==> config.mk <==
export PLATFORM = sky130hd
export DESIGN_NAME = uart_prog_loader
export DESIGN_NICKNAME = d
export VERILOG_FILES = /design/src/rtl/uart_prog_loader.sv
export SDC_FILE = /design/constraint.sdc
export NUM_CORES = 1
export LEC_CHECK = 0
export BUFFER_PORTS_ARGS = -buffer_cell sky130_fd_sc_hd__buf_2
export CORE_ASPECT_RATIO = 1.75
export CORE_MARGIN = 8
export CORE_UTILIZATION = 50
export DETAILED_ROUTE_END_ITERATION = 10
export PLACE_DENSITY_LB_ADDON = 0.08
export SETUP_SLACK_MARGIN = 0.15
export SYNTH_ARGS = -nofsm -noshare
export SYNTH_HDL_FRONTEND = slang
export SYNTH_SLANG_ARGS = --single-unit
==> constraint.sdc <==
create_clock -name clk -period 4.7 [get_ports clk]
set_input_delay 0.235 -clock clk [delete_from_list [all_inputs] [get_ports clk]]
set_output_delay 0.235 -clock clk [all_outputs]
set_load 0.05 [all_outputs]
==> src/rtl/uart_prog_loader.sv <==
// UART bootloader: receives 8N1 bytes, parses {target, 16-bit word count} header and
// writes little-endian DATA_W-bit words into instruction ROM or data RAM via upg_* strobes.
module uart_prog_loader #(
    parameter int CLKS_PER_BIT = 87,
    parameter int ADDR_W       = 14,
    parameter int DATA_W       = 32
) (
    input  logic              clk,
    input  logic              rst,
    input  logic              start_i,
    input  logic              rx_i,
    output logic              upg_wen_o,
    output logic [ADDR_W:0]   upg_adr_o,
    output logic [DATA_W-1:0] upg_dat_o,
    output logic              upg_busy_o,
    output logic              upg_done_o,
    output logic              upg_err_o
);
    localparam int BYTES  = DATA_W / 8;
    localparam int CNT_W  = $clog2(CLKS_PER_BIT + 1);
    localparam int LANE_W = (BYTES > 1) ? $clog2(BYTES) : 1;
    // Wide enough that a full 16-bit count never wraps back into the valid address range
    localparam int IDX_W  = ((ADDR_W > 16) ? ADDR_W : 16) + 1;

    typedef enum logic [1:0] {R_IDLE, R_START, R_DATA, R_STOP} rx_state_t;
    typedef enum logic [2:0] {L_IDLE, L_TGT, L_CNT0, L_CNT1, L_DATA, L_DONE} ld_state_t;

    // [0],[1] form the synchroniser; [2] is the previous synchronised value for edge detection
    logic [2:0] rx_sync_reg;
    logic       rx_line;
    logic       rx_fall;

    always_ff @(posedge clk) begin
        if (!rst) begin
            rx_sync_reg <= 3'b111;
        end else begin
            rx_sync_reg <= {rx_sync_reg[1:0], rx_i};
        end
    end

    assign rx_line = rx_sync_reg[1];
    assign rx_fall = rx_sync_reg[2] & ~rx_sync_reg[1];

    rx_state_t        rx_state_reg, rx_state_next;
    logic [CNT_W-1:0] bit_cnt_reg, bit_cnt_next;
    logic [2:0]       bit_idx_reg, bit_idx_next;
    logic [7:0]       rx_shift_reg, rx_shift_next;
    logic             byte_valid_reg, byte_valid_next;
    logic             frame_err_reg, frame_err_next;

    always_ff @(posedge clk) begin
        if (!rst) begin
            rx_state_reg   <= R_IDLE;
            bit_cnt_reg    <= '0;
            bit_idx_reg    <= '0;
            rx_shift_reg   <= '0;
            byte_valid_reg <= 1'b0;
            frame_err_reg  <= 1'b0;
        end else begin
            rx_state_reg   <= rx_state_next;
            bit_cnt_reg    <= bit_cnt_next;
            bit_idx_reg    <= bit_idx_next;
            rx_shift_reg   <= rx_shift_next;
            byte_valid_reg <= byte_valid_next;
            frame_err_reg  <= frame_err_next;
        end
    end

    always_comb begin
        rx_state_next   = rx_state_reg;
        bit_cnt_next    = bit_cnt_reg + CNT_W'(1);
        bit_idx_next    = bit_idx_reg;
        rx_shift_next   = rx_shift_reg;
        byte_valid_next = 1'b0;
        frame_err_next  = 1'b0;
        case (rx_state_reg)
            R_IDLE: begin
                bit_cnt_next = '0;
                bit_idx_next = '0;
                if (rx_fall) begin
                    rx_state_next = R_START;
                end
            end
            R_START: begin
                if (bit_cnt_reg == CNT_W'(CLKS_PER_BIT / 2 - 1)) begin
                    bit_cnt_next  = '0;
                    rx_state_next = rx_line ? R_IDLE : R_DATA;
                end
            end
            R_DATA: begin
                if (bit_cnt_reg == CNT_W'(CLKS_PER_BIT - 1)) begin
                    bit_cnt_next  = '0;
                    rx_shift_next = {rx_line, rx_shift_reg[7:1]};
                    bit_idx_next  = bit_idx_reg + 3'd1;
                    if (bit_idx_reg == 3'd7) begin
                        rx_state_next = R_STOP;
                    end
                end
            end
            R_STOP: begin
                if (bit_cnt_reg == CNT_W'(CLKS_PER_BIT - 1)) begin
                    bit_cnt_next    = '0;
                    byte_valid_next = rx_line;
                    frame_err_next  = ~rx_line;
                    rx_state_next   = R_IDLE;
                end
            end
            default: rx_state_next = R_IDLE;
        endcase
    end

    ld_state_t         state_reg, state_next;
    logic              target_reg, target_next;
    logic [15:0]       count_reg, count_next;
    logic [IDX_W-1:0]  word_idx_reg, word_idx_next;
    logic [LANE_W-1:0] lane_reg, lane_next;
    logic [DATA_W-1:0] data_reg, data_next;
    logic              start_prev_reg;
    logic              wen_reg, wen_next;
    logic [ADDR_W:0]   adr_reg, adr_next;
    logic [DATA_W-1:0] dat_reg, dat_next;
    logic              busy_reg, busy_next;
    logic              done_reg, done_next;
    logic              err_reg, err_next;

    logic              start_edge;
    logic [DATA_W+7:0] shift_wide;
    logic [DATA_W-1:0] word_in;
    logic              overflow;
    logic              last_word;
    logic [15:0]       count_full;

    assign start_edge = start_i & ~start_prev_reg;
    assign shift_wide = {rx_shift_reg, data_reg};
    assign word_in    = shift_wide[DATA_W+7:8];
    assign overflow   = |(word_idx_reg >> ADDR_W);
    assign last_word  = (word_idx_reg + IDX_W'(1)) == IDX_W'(count_reg);
    assign count_full = {rx_shift_reg, count_reg[7:0]};

    always_ff @(posedge clk) begin
        if (!rst) begin
            state_reg      <= L_IDLE;
            target_reg     <= 1'b0;
            count_reg      <= '0;
            word_idx_reg   <= '0;
            lane_reg       <= '0;
            data_reg       <= '0;
            start_prev_reg <= 1'b0;
            wen_reg        <= 1'b0;
            adr_reg        <= '0;
            dat_reg        <= '0;
            busy_reg       <= 1'b0;
            done_reg       <= 1'b0;
            err_reg        <= 1'b0;
        end else begin
            state_reg      <= state_next;
            target_reg     <= target_next;
            count_reg      <= count_next;
            word_idx_reg   <= word_idx_next;
            lane_reg       <= lane_next;
            data_reg       <= data_next;
            start_prev_reg <= start_i;
            wen_reg        <= wen_next;
            adr_reg        <= adr_next;
            dat_reg        <= dat_next;
            busy_reg       <= busy_next;
            done_reg       <= done_next;
            err_reg        <= err_next;
        end
    end

    always_comb begin
        state_next    = state_reg;
        target_next   = target_reg;
        count_next    = count_reg;
        word_idx_next = word_idx_reg;
        lane_next     = lane_reg;
        data_next     = data_reg;
        wen_next      = 1'b0;
        adr_next      = adr_reg;
        dat_next      = dat_reg;
        busy_next     = busy_reg;
        done_next     = done_reg;
        err_next      = err_reg;
        case (state_reg)
            L_IDLE, L_DONE: begin
                if (start_edge) begin
                    state_next    = L_TGT;
                    busy_next     = 1'b1;
                    done_next     = 1'b0;
                    err_next      = 1'b0;
                    word_idx_next = '0;
                    lane_next     = '0;
                end
            end
            L_TGT: begin
                if (byte_valid_reg) begin
                    if (rx_shift_reg[7:1] == 7'd0) begin
                        target_next = rx_shift_reg[0];
                        state_next  = L_CNT0;
                    end else begin
                        err_next   = 1'b1;
                        busy_next  = 1'b0;
                        state_next = L_IDLE;
                    end
                end
            end
            L_CNT0: begin
                if (byte_valid_reg) begin
                    count_next = {8'd0, rx_shift_reg};
                    state_next = L_CNT1;
                end
            end
            L_CNT1: begin
                if (byte_valid_reg) begin
                    count_next = count_full;
                    if (count_full == 16'd0) begin
                        state_next = L_DONE;
                        done_next  = 1'b1;
                        busy_next  = 1'b0;
                    end else begin
                        state_next = L_DATA;
                    end
                end
            end
            L_DATA: begin
                if (byte_valid_reg) begin
                    data_next = word_in;
                    if (lane_reg == LANE_W'(BYTES - 1)) begin
                        lane_next = '0;
                        if (overflow) begin
                            err_next = 1'b1;
                        end else begin
                            wen_next = 1'b1;
                            adr_next = {target_reg, word_idx_reg[ADDR_W-1:0]};
                            dat_next = word_in;
                        end
                        word_idx_next = word_idx_reg + IDX_W'(1);
                        if (last_word) begin
                            state_next = L_DONE;
                            done_next  = 1'b1;
                            busy_next  = 1'b0;
                        end
                    end else begin
                        lane_next = lane_reg + LANE_W'(1);
                    end
                end
            end
            default: state_next = L_IDLE;
        endcase

        // A corrupted frame during a load abandons it; the host must restart
        if (frame_err_reg && (state_reg inside {L_TGT, L_CNT0, L_CNT1, L_DATA})) begin
            state_next = L_IDLE;
            err_next   = 1'b1;
            busy_next  = 1'b0;
            lane_next  = '0;
        end
    end

    assign upg_wen_o  = wen_reg;
    assign upg_adr_o  = adr_reg;
    assign upg_dat_o  = dat_reg;
    assign upg_busy_o = busy_reg;
    assign upg_done_o = done_reg;
    assign upg_err_o  = err_reg;

endmodule

==> flow_summary.toml, run 1 <==
[run_status]
status = "finished clean"

[placement]
port_buffers = 54
dp_cells = 903
post-dp-hpwl_um = 10200
dp_slack_ns = 1.40
gp_congestion = 0.844
dpl_cell_area_mm2 = 0.00624

[floorplanning]
core_area_mm2 = 0.0119
die-area_mm2 = 0.0159
fp.dieW_um = 98.7
ios = 55
die-height_um = 161
rows = 53
initial_core_util_pct = 50.4

[clocking]
cts_sinks = 140
htreeDepth = 4
ctsLongestPathBuffers = 2
cts_setup_buffers = 0
path_clk_slew_ns = 0.06
cts_tree = "yes"
cts_root_buf = "clkbuf_16"
clkLatencyLatePin_ns = 0.42
cts_inserted_buffers = 17

[timing]
worst_slack_ns = 1.44
post-route-period-util_pct = 69.4
fin_skew_ns = 0.0102
timing.slew.headroom_pct = 31.1
min_period_ns = 3.26
setup_viol = 0
hold_viol_final = 0
tns_ns = 0
whs_ns = 0.0381
worst_slew_pin_slew_ns = 1.03
rsz0062_at_grt = "false"
fmax_mhz = 306
maxSlewViolCount = 0

[logic_synthesis]
synth_area_leaders = "dfxtp_1, nand2_1, a21oi_1"
synth_area_mm2 = 0.00598
yosysWarnings = 0
postSynthAreaPerCell_um2 = 7.87
syn_inst = 760
ys_ff_latch = 140
synth_top_cell_area_share_pct = 46.9
syn_nets = 770
synth.distinct_cells = 55
seq_area_frac_synth_pct = 46.9
ys_async_sr_fraction_pct = 0
ys_top_cells_by_count = "nand2_1, dfxtp_1, a21oi_1"
yosysMostFrequentCell = "nand2_1"
synth-main-ff-cell = "dfxtp_1"
synth_edf_count = 0
yosys.area.top_type = "dfxtp_1"

[route]
drc = 0
drt_iter0_drc = 288
via_per_inst = 5.59
ant_nets = 0
routedWlPerCell_um = 16.0
wl_um = 14900
route.vias.total = 5234
dr.pass1.iters = 7

[power_and_ir_drop]
vdd_drop_max_mv = 0.327
power.density_mw_per_mm2 = 403
power_mw = 2.74
leakage_nw = 2.52

[layout]
diodes = 0
final_cells = 936
largest_reg_flops = 32
fin_nets = 796
drive_gt1_share_pct = 11.8
final_util_pct = 57.3
fin_area_mm2 = 0.00680
syn_to_final_growth_pct = 13.7

[global_route]
first_global_vias = 5019
grt.overflow.total = 0
grt_max_degree = 78
grt_pass1_wl_um = 24600
grt.total_usage_pct = 19.2
antenna_found_initial = 0

[critical_path]
end_kind = "register"
worstPathArrival_ns = 3.51
start_kind = "register"
crit_required_ns = 4.95
cp_max_fo = 48
setup.worst_path.class = "reg2reg"

[worst_hold_path]
hp-class = "in2reg"

[flow_run]
maxCapViolCount = 0
[power breakdown]
part           internal [mW]  switching, mW  total (mW)  leakage (nW)
logic                 0.0842          0.173       0.257          1.13
registers               1.20         0.0365        1.24          1.13
clock network          0.729          0.515        1.24         0.256
total                   2.02          0.725        2.74          2.52
[layer usage]
metal	up-vias	wire length, um	part of all wire [%]	GRT usage [%]
met4	0	333	2.2	8.29
met1	2488	6030	40	20.6
met5	-	0	0	0
li1	2627	-	-	-
met2	91	8000	54	35.2
met3	28	569	3.8	4.16
[final cells by class]
| type | instances | area (um2) |
|---|---|---|
| Timing Repair Buffer | 57 | 295 |
| Inverter | 7 | 27.5 |
| Sequential cell | 140 | 2800 |
| Clock buffer | 19 | 433 |
| Tap cell | 137 | 171 |
| Multi-Input combinational cell | 563 | 2950 |
| Fill cell | 1152 | 5070 |
| Clock inverter | 13 | 118 |
[logic make-up after synthesis]
kind of cell             synth area share [%]
AO/OA/AOI/OAI                            15.4
XOR/XNOR                                 3.81
adder cells (fa/ha/maj)                  1.25
buffers and inverters                    3.85
flip-flops                               46.9
multiplexers                             2.03
AND/OR/NAND/NOR                          26.9
[path summary, 6_finish.rpt]
| path | start | end | slack [ns] | cells after the start |
|---|---|---|---|---|
| min | start_i | start_prev_reg$_SDFF_PN0_ | 0.04 | 2 |
| max reg2reg | state_reg[0]$_SDFFE_PP0P_ | upg_adr_o[9]$_SDFFE_PN0P_ | 1.44 | 5 |
| min reg2reg | rx_sync_reg[0]$_SDFF_PN1_ | rx_sync_reg[1]$_SDFF_PN1_ | 0.41 | 1 |
| max | state_reg[0]$_SDFFE_PP0P_ | upg_adr_o[9]$_SDFFE_PN0P_ | 1.44 | 5 |
[cells in the final DEF, fill, tap and decap left out, types with 8 or more instances in the layout]
| master | Yosys | layout |
|---|---|---|
| clkbuf_16 | 0 | 17 |
| or3_1 | 8 | 8 |
| nand2b_1 | 9 | 9 |
| nand3_1 | 21 | 20 |
| dfxtp_1 | 140 | 140 |
| mux2i_1 | 11 | 11 |
| o21ai_0 | 15 | 15 |
| and3_1 | 14 | 14 |
| nor2_1 | 55 | 55 |
| and2_1 | 8 | 8 |
| xor2_1 | 8 | 8 |
| a21oi_1 | 118 | 118 |
| xnor2_1 | 18 | 18 |
| nor3_1 | 13 | 13 |
| nand2_1 | 190 | 190 |
| buf_2 | 4 | 54 |
[critical path, stage by stage, from the launching register on]
cell and delay, ns:
dfxtp_1 0.47, nor2_1 0.43, and3_1 0.85, nand3_2 0.95, nand2_1 0.29, a21oi_1 0.09
[timing repair]
item                       in CTS  in global routing
hold endpoints to repair        1                  0
gates resized for setup         0                  0
setup endpoints to repair       0                  0
hold buffers                    1                  0
Power figures use the tool's default switching activity.
==> run 2: changes to the inputs <==
==> constraint.sdc (replaced) <==
create_clock -name clk -period 3.1 [get_ports clk]
set_input_delay 0.155 -clock clk [delete_from_list [all_inputs] [get_ports clk]]
set_output_delay 0.155 -clock clk [all_outputs]
set_load 0.05 [all_outputs]
==> run 2 against run 1 <==
Compared with the run above: combinational power rose by 58%; hold slack improved by 0.031 ns; register-to-register slack got worse by 0.91 ns; critical path depth rose by 1; design area rose by 1.9%; largest power group is now clock.
==> flow_summary.toml, run 2 (synthesis results as in run 1) <==
[run_status]
status = "finished clean"

[worst_hold_path]
hold_start = "rst"
hold_depth = 2
holdPathEnd = "rx_sync_reg[0]$_SDFF_PN1_"
hp-class = "in2reg"

[global_route]
grt_pass1_wl_um = 25600
grt_max_degree = 60
first_global_vias = 5152
grt.total_usage_pct = 20.1
antenna_found_initial = 0
grt.overflow.total = 0

[clocking]
htreeDepth = 4
cts_tree = "yes"
ctsLongestPathBuffers = 2
clkLatencyLatePin_ns = 0.41
cts_setup_buffers = 0
path_clk_slew_ns = 0.06
cts_sinks = 140
cts_inserted_buffers = 17
cts_root_buf = "clkbuf_16"

[critical_path]
worstRegToRegCells = 6
critical-path-max-stage-delay_ns = 0.69
regToRegEndpoint = "word_idx_reg[15]$_SDFFE_PN0P_"
slowest_stage = "dfxtp_1"
crit_buf_inv = 0
end_kind = "register"
crit_required_ns = 3.43
cp_max_fo = 18
setup.worst_path.class = "reg2reg"
reg2reg_from = "state_reg[0]$_SDFFE_PP0P_"
start_kind = "register"
rrSetupSlack_ns = 0.53
crit_chain = "nor2b_4, nor4_1, a2111o_1, or2_4, or3b_1, a21oi_1"
crit_start = "state_reg[0]$_SDFFE_PP0P_"
path_delay_family = "simple AND/OR/NAND/NOR gates"
worstPathArrival_ns = 2.90

[layout]
largest_reg_flops = 32
fillers = 1134
syn_to_final_growth_pct = 15.9
fin_nets = 804
drive_gt1_share_pct = 12.8
final_common_cell = "nand2_1"
final_cells = 944
layout_common_cells = "nand2_1, dfxtp_1, a21oi_1"
diodes = 0

[route]
route.vias.total = 5343
routedWlPerCell_um = 16.6
drt_iter0_drc = 245
ant_nets = 0
drc = 0
via_per_inst = 5.66
dr.pass1.iters = 5
wl_um = 15700

[timing]
post-route-period-util_pct = 82.9
tns_ns = 0
timing.slew.headroom_pct = 49.7
fmax_mhz = 389
maxSlewViolCount = 0
setup_viol = 0
rsz0062_at_grt = "false"
worst_slew_pin_slew_ns = 0.747
fin_skew_ns = 0.00820
hold_viol_final = 0
whs_ns = 0.0695
min_period_ns = 2.57

[placement]
port_buffers = 54
gp_congestion = 0.897
dp_cells = 910
post-dp-hpwl_um = 11000

[flow_run]
maxCapViolCount = 0

[power_and_ir_drop]
power_mw = 4.39
leakage_nw = 2.59
power.density_mw_per_mm2 = 634
vdd_drop_max_mv = 0.495

[floorplanning]
fp.dieW_um = 98.7
ios = 55
die-height_um = 161
initial_core_util_pct = 50.4
rows = 53
core_area_mm2 = 0.0119
die-area_mm2 = 0.0159
==> run 2: changes by cell type in the layout (fill, tap and decap cells not counted), sizes merged <==
cell / change
inv: +3
buf: +7
clkinv: -1
bufinv: +2
clkinvlp: -3
clkbuf: -1
dlygate4sd3: +1
==> run 2: final cells by class <==
type                       count  area (um2)  share of cell area, %
tap                          137         171                   2.47
inverter                       7        27.5                  0.397
clock buffer                  18         429                   6.19
clock inverter                14         183                   2.64
sequential                   140        2800                   40.4
timing repair buffer          65         358                   5.16
multi-input combinational    563        2960                   42.7
==> run 2: how the worst max path moves through the flow <==
| stage | cells after the start | slack, ns | endpoint |
|---|---|---|---|
| 2_1_floorplan | 8 | 0.98 | upg_done_o$_SDFFE_PN0P_ |
| 3_3_place_gp | 8 | 0.44 | upg_done_o$_SDFFE_PN0P_ |
| 3_5_place_dp | 8 | 0.35 | upg_busy_o$_SDFFE_PP0P_ |
| 4_1_cts | 7 | 0.35 | upg_busy_o$_SDFFE_PP0P_ |
| 5_1_grt | 8 | 0.30 | upg_done_o$_SDFFE_PN0P_ |
| 6_report | 6 | 0.53 | word_idx_reg[15]$_SDFFE_PN0P_ |
==> run 2: through the flow <==
stage | utilization (%) | cell area [um2] | setup WS [ns]
floorplan | - | 5980 | 0.977
global placement | 53.0 | 6290 | 0.441
detailed placement | 53.0 | 6290 | 0.353
CTS | 58.3 | 6930 | 0.355
global route | 58.4 | 6930 | 0.302
finish | 58.4 | 6930 | 0.529
==> run 2: worst reg2reg max path, stage by stage, from the launching register on <==
cell	delay, ns
dfxtp_1	0.69
nor2b_4	0.34
nor4_1	0.13
a2111o_1	0.45
or2_4	0.32
or3b_1	0.40
a21oi_1	0.15
==> run 2: per-layer routing <==
metal | part of all wire, % | vias to the layer above | track usage [%] | routed length, um
met5 | 0 | - | 0 | 0
met4 | 2.8 | 0 | 10.2 | 441
met3 | 3.7 | 31 | 2.95 | 584
met1 | 40 | 2531 | 21.5 | 6260
li1 | - | 2635 | - | -
met2 | 54 | 146 | 37.1 | 8400
==> run 2: what timing repair did <==
action                                  4_1_cts  5_1_grt
resized for setup                             0        1
hold buffers                                  2        0
endpoints found under the setup margin        0        3
hold endpoints to repair                      2        0
==> run 2: report_power, final <==
part	switching, mW	internal, mW	leakage, nW
clock	0.813	1.28	0.294
sequential	0.0614	1.83	1.13
combinational	0.267	0.140	1.17
